## config.mk

```make
export PLATFORM = sky130hd
export DESIGN_NAME = cp0_unit
export DESIGN_NICKNAME = d
export VERILOG_FILES = /design/src/rtl/cp0_unit.sv
export SDC_FILE = /design/constraint.sdc
export NUM_CORES = 1
export LEC_CHECK = 0
export ABC_AREA = 0
export CORE_UTILIZATION = 33
export DETAILED_ROUTE_END_ITERATION = 10
export PLACE_DENSITY = 0.75
export SLEW_MARGIN = 15
export SYNTH_ARGS = -nofsm -noshare
export SYNTH_HDL_FRONTEND = slang
export SYNTH_SLANG_ARGS = --single-unit
```

## constraint.sdc

```tcl
create_clock -name clk -period 6 [get_ports clk]
set_clock_uncertainty 0.1 [all_clocks]
set_input_delay 0.6 -clock clk [delete_from_list [all_inputs] [get_ports clk]]
set_output_delay 0.6 -clock clk [all_outputs]
set_load 0.02 [all_outputs]
```

## src/rtl/cp0_unit.sv

```systemverilog
// Coprocessor-0 at the M stage: SR/Cause/EPC, interrupt/exception request, mfc0/mtc0, eret.
// Optional read-only PRId register at addr 15 when CP0_PRID_EN is defined.
module cp0_unit #(
    parameter logic [31:0] HANDLER_ADDR = 32'h0000_4180
`ifdef CP0_PRID_EN
    ,
    parameter logic [31:0] PRID_VALUE = 32'h2022_0007
`endif
) (
    input  logic        clk,
    input  logic        reset,
    input  logic        we,
    input  logic [4:0]  addr,
    input  logic [31:0] din,
    output logic [31:0] dout,
    input  logic [31:0] vpc,
    input  logic        bd_in,
    input  logic [4:0]  exc_code_in,
    input  logic [5:0]  hw_int,
    input  logic        eret,
    output logic        req,
    output logic [31:0] epc_out,
    output logic [31:0] handler_pc
);

    localparam logic [4:0] ADDR_SR    = 5'd12;
    localparam logic [4:0] ADDR_CAUSE = 5'd13;
    localparam logic [4:0] ADDR_EPC   = 5'd14;
`ifdef CP0_PRID_EN
    localparam logic [4:0] ADDR_PRID  = 5'd15;
`endif

    logic [5:0]  im_q, im_d;
    logic        exl_q, exl_d;
    logic        ie_q, ie_d;
    logic        bd_q, bd_d;
    logic [5:0]  ip_q, ip_d;
    logic [4:0]  exc_code_q, exc_code_d;
    logic [31:2] epc_q, epc_d;

    logic        int_req;
    logic        exc_req;
    logic [31:0] sr_word;
    logic [31:0] cause_word;
    logic [31:0] epc_word;

    // Word alignment drops the low PC bits; (vpc - 4)[31:2] equals vpc[31:2] - 1.
    logic [1:0]  unused_vpc_low;
    assign unused_vpc_low = vpc[1:0];

    assign int_req = (|(hw_int & im_q)) & ie_q & ~exl_q;
    assign exc_req = (exc_code_in != 5'd0) & ~exl_q;
    assign req     = int_req | exc_req;

    assign sr_word    = {16'd0, im_q, 8'd0, exl_q, ie_q};
    assign cause_word = {bd_q, 15'd0, ip_q, 3'd0, exc_code_q, 2'b00};
    assign epc_word   = {epc_q, 2'b00};

    assign epc_out    = epc_word;
    assign handler_pc = HANDLER_ADDR;

    always_comb begin
        dout = 32'd0;
        case (addr)
            ADDR_SR:    dout = sr_word;
            ADDR_CAUSE: dout = cause_word;
            ADDR_EPC:   dout = epc_word;
`ifdef CP0_PRID_EN
            ADDR_PRID:  dout = PRID_VALUE;
`endif
            default:    dout = 32'd0;
        endcase
    end

    always_comb begin
        im_d       = im_q;
        exl_d      = exl_q;
        ie_d       = ie_q;
        bd_d       = bd_q;
        ip_d       = hw_int;
        exc_code_d = exc_code_q;
        epc_d      = epc_q;
        if (req) begin
            // Taking an exception overrides any mtc0 or eret in the same cycle.
            exl_d      = 1'b1;
            bd_d       = bd_in;
            exc_code_d = int_req ? 5'd0 : exc_code_in;
            epc_d      = bd_in ? (vpc[31:2] - 30'd1) : vpc[31:2];
        end else begin
            if (we && addr == ADDR_SR) begin
                im_d  = din[15:10];
                exl_d = din[1];
                ie_d  = din[0];
            end
            if (we && addr == ADDR_EPC) begin
                epc_d = din[31:2];
            end
            if (eret) begin
                exl_d = 1'b0;
            end
        end
    end

    always_ff @(posedge clk) begin
        if (reset) begin
            im_q       <= 6'd0;
            exl_q      <= 1'b0;
            ie_q       <= 1'b0;
            bd_q       <= 1'b0;
            ip_q       <= 6'd0;
            exc_code_q <= 5'd0;
            epc_q      <= 30'd0;
        end else begin
            im_q       <= im_d;
            exl_q      <= exl_d;
            ie_q       <= ie_d;
            bd_q       <= bd_d;
            ip_q       <= ip_d;
            exc_code_q <= exc_code_d;
            epc_q      <= epc_d;
        end
    end

endmodule

```

# After elaboration in Yosys (flattened, before gate mapping)
# Index checks and enable logic that the tools add are counted.
[op_classes] n_reduce_logical=7 add_sub_neg=1 n_eq_ne=3 n_mux=8 n_bitwise=7
[ops] op="32-bit case mux with 3 select lines" n=1
[ops] op="30-bit two-way mux" n=3
[ops] op="30-bit by 1-bit subtractor with 30-bit output (second input constant)" n=1
[ops] op="5-bit by 4-bit equality test with 1-bit output (second input constant)" n=3
[ops] op="6-bit AND" n=1
[ops] op="6-bit OR reduction" n=1
[ops] op="5-bit two-way mux" n=1
[ops] op="5-bit nonzero test" n=1
[ops] op="1-bit AND" n=3
[ops] op="1-bit two-way mux" n=3
[ops] op="3-bit nonzero test" n=1
[ops] op="1-bit logical AND" n=2
[ops] op="1-bit inverter" n=2
[ops] op="2-bit AND reduction" n=1
[ops] op="2-bit nonzero test" n=1
[ops] op="1-bit bitwise OR" n=1
[totals] in_bits=85 wordCells=33 output_inout_bits=97 reg_bits=50

# Longest topological paths before layout
[logic_depth] depth_word=7 depth_mapped=7 mapped_depth_nobuf=6

# Worst setup path after synthesis
# No wires, ideal clock.
[synth_path] kind="input to output" start="input addr[0]" end="output dout[17]" path_buffers=3 arrival_ns=2.030 t_required_ns=5.300 cell_stages=5 slack_ns=3.270 path_cell_list="nor4bb_1 > clkbuf_1 > clkbuf_1 > clkbuf_1 > and3_1"
[synth_between] elab_chain_cells=2 word_cells_on_any_way=4
[synth_lines] item="from (decl)" line_no="13" rtl="input logic [4:0] addr,"
[synth_lines] item="5-bit by 4-bit equality test with 1-bit output" line_no="64" rtl="case (addr)"
[synth_lines] item="32-bit case mux with 3 select lines (*)" line_no="64"
[synth_lines] item="to (decl)" line_no="15" rtl="output logic [31:0] dout,"
# Every way passes the cells marked *; elsewhere a longest branch is shown, timed or not.

# Final worst setup path
[layout_path] start="input hw_int[3]" end="output req"
[layout_between] elab_chain_cells=5
[layout_lines] item="from (decl)" line_no="19" rtl="input logic [5:0] hw_int,"
[layout_lines] item="6-bit AND" line_no="51" rtl="assign int_req = (|(hw_int & im_q)) & ie_q & ~exl_q;"
[layout_lines] item="6-bit OR reduction" line_no="51"
[layout_lines] item="1-bit AND (2 in series)" line_no="51"
[layout_lines] item="1-bit bitwise OR" line_no="53" rtl="assign req = int_req | exc_req;"
[layout_lines] item="to (decl)" line_no="21" rtl="output logic req,"
# Every way passes these cells.

==> reports/summary.txt <==
Run status -> finished clean
Starting DRT DRC Count -> 145
Top cell type's share of synthesized area -> 27.4%
Worst Max-Slew Pin Slew -> 1.09 ns
P_leak -> 1.91 nW
DRT Wirelength -> 11.5 mm
PD cells -> 171 mW/mm^2
Share of cells above drive strength 1 -> 6.70%
Post-CTS Setup Inserts -> 0
Startpoint class of the critical path -> primary input
# hold bufs at CTS -> 0
Mapped Area -> 0.00366 mm^2
Pin count of the biggest net entering global routing -> 77
WL per Instance -> 16.2 um
GP Congestion -> 0.790
Number of flops mapped to enable cells by yosys -> 0
Core footprint -> 0.0108 mm^2
M1 WL -> 5.00 mm
Util after Layout -> 47.9%
Top layer used by detailed routing -> met4
IO Pins -> 182
DP Wirelength -> 8.09 mm
Final Hold Vio Count -> 0
Via-to-Cell Ratio -> 5.44
Setup-failing EPs final -> 0
Final period demand of the worst path -> 3.90 ns
Source of the critical timing path -> hw_int[3]
Post-Layout Cell Count -> 707
Die Wd -> 107 um
Hold worst-path end -> im_q[3]
R2r worst-path depth -> 7
Worst-skew pair later-pin latency -> 0.30 ns
YS warnings -> 0
Crit Path Category -> primary input to primary output
RR Startpoint -> im_q[4]
Initial antenna violation count -> 0
N_diodes -> 0
Met3 Routed Length -> 675 um
First-pass GRT wire length -> 17.5 mm
Area growth, synth to finish -> 41.3%
CTS tree -> done
CTS Sinks -> 50
Hold WS -> 0.399 ns
Via count -> 3,846
DRT antenna net count -> 0
RSZ-0062 raised after global routing -> no
Root buffer cell -> clkbuf_8
GRT Total Usage -> 18.9%
Slew Limit Fails -> 0
Ys flop type -> dfxtp_1
Congestion Overflow GR -> 0
Rel. slew slack -> 27.3%
Met2 wire len -> 5.71 mm
Hold depth -> 2
Clock buffer depth -> 2
Worst hold path type -> flip-flop to flip-flop
Yosys top cell by area -> dfxtp_1
Synth Register Bits -> 50
Hold path start -> im_q[3]
FFs w/ async S/R, synth -> 0%
Worst IR Drop VDD -> 103 uV
Vias in the first global route -> 3,570
Main area contributors after synthesis -> dfxtp_1 27%, and3_1 7.4%, buf_4 7.0%
Placed cells -> 699
Final Cycle Share -> 65.0%
Yosys cell types -> 51
Post-Syn Area per Cell -> 8.09 um^2
DRC -> 0
Initial Utilization -> 33.9%
FF-to-FF End -> epc_q[30]
Die area -> 0.0115 mm^2
Setup_tns -> 0 ns
R2R Setup Slk -> 3.36 ns
WP data arrival -> 3.20 ns
CP Max Fanout -> 39
H-tree depth -> 2
Die H -> 107 um
Sequential element share of the synthesized area -> 27.4%
Post-CTS sizing -> 0
Mapped Cells -> 452
TritonCTS Buffers -> 5
FP Rows -> 38
Nets -> 652
Worst-path clk slew -> 0.09 ns
FMAX -> 0.256 GHz
MaxCap Viol Count -> 0
First drt pass iteration count -> 5
I/O Buffers -> 145
Critical Path RT -> 5.30 ns
CP endpoint kind -> primary output
## metrics by stage
step	area, um^2	setup slack [ns]	power (mW)
global placement	5060	2.07	0.642
floorplan	3780	3.27	0.530
detailed placement	5060	2.09	0.647
CTS	5170	2.07	0.888
global route	5170	1.93	0.927
finish	5170	2.10	0.883
## routing by layer
metal	vias up	track usage, %
met5	-	0
met4	0	4.01
met3	9	2.48
met2	160	34.9
met1	1809	23.2
li1	1868	-
## critical path, stage by stage
cell             delay, ns
clkdlybuf4s50_1       0.42
a22o_1                0.26
o311a_1               0.34
buf_4                 0.27
nor2_1                0.53
clkinv_1              0.19
clkdlybuf4s50_1       0.58
## power breakdown
| part | internal [mW] | switching (mW) |
|---|---|---|
| clock | 0.125 | 0.117 |
| combinational | 0.130 | 0.137 |
| sequential | 0.357 | 0.0184 |
## cell type report
type	instances	area, um^2
repair buffers	152	1500
well taps	140	175
flip-flops and latches	50	1000
fillers	1022	5630
inverters	4	15.0
multi-input cells	353	2370
clock inverters	2	37.5
clock buffers	6	72.6
## sequential cells by signal, indices dropped and copies added (netlist names)
register and flops:
im_q 6, exl_q 1, epc_q 30, exc_code_q 5, bd_q 1, ie_q 1, ip_q 6
## how the worst max path moves through the flow
stage | depth (start not counted) | slack [ns] | end
floorplan | 5 | 3.27 | dout[17]
global placement | 7 | 2.07 | req
detailed placement | 7 | 2.09 | req
CTS | 7 | 2.07 | req
global route | 7 | 1.93 | req
finish | 7 | 2.10 | req
## cell usage in the layout, fill, tap and decap left out, types with 8 or more instances in the layout
cell type        count
a22o_1               9
nand3_1             12
or3_1               10
and3_1              43
nand2_1             15
or4_1                9
nand2b_1            15
o21ai_0             13
mux2i_1             13
a311oi_1            22
a21boi_0            25
clkdlybuf4s50_1    144
o31ai_1             11
conb_1              34
dfxtp_1             50
a211oi_1             8
nor4_1              25
nor2_1              10
## kinds of logic (layout without fill, tap and decap cells)
logic type,Yosys count,after routing,synth area share (%)
compound gates,108,108,22.3
xor+xnor,10,10,2.40
fa+ha+maj,1,1,0.342
buf+inv,81,164,12.0
flops,50,50,27.4
mux,13,13,3.56
other cells,2,34,0.205
simple gates,187,187,31.8
## synth_stat cells (3+ instances only)
| cell type | count |
|---|---|
| nand4_1 | 5 |
| inv_1 | 3 |
| nand3_1 | 12 |
| xnor2_1 | 4 |
| or3_2 | 5 |
| nor3b_1 | 4 |
| a311oi_1 | 22 |
| a21boi_0 | 25 |
| nor2_1 | 10 |
| or4_1 | 9 |
| or3_1 | 10 |
| or2_2 | 3 |
| or3b_2 | 6 |
| o41ai_1 | 4 |
| o21ai_0 | 13 |
| dfxtp_1 | 50 |
| nor2b_1 | 6 |
| a22o_1 | 9 |
| o31ai_1 | 11 |
| nor3_1 | 6 |
| nand2b_1 | 15 |
| xor2_1 | 6 |
| nor4_1 | 25 |
| mux2i_1 | 13 |
| a211oi_1 | 8 |
| nand2_1 | 15 |
| o21a_1 | 4 |
| clkbuf_1 | 39 |
| and3_1 | 43 |
| buf_4 | 34 |
| a21oi_1 | 7 |
No activity file was read; power rests on OpenSTA's default activity.
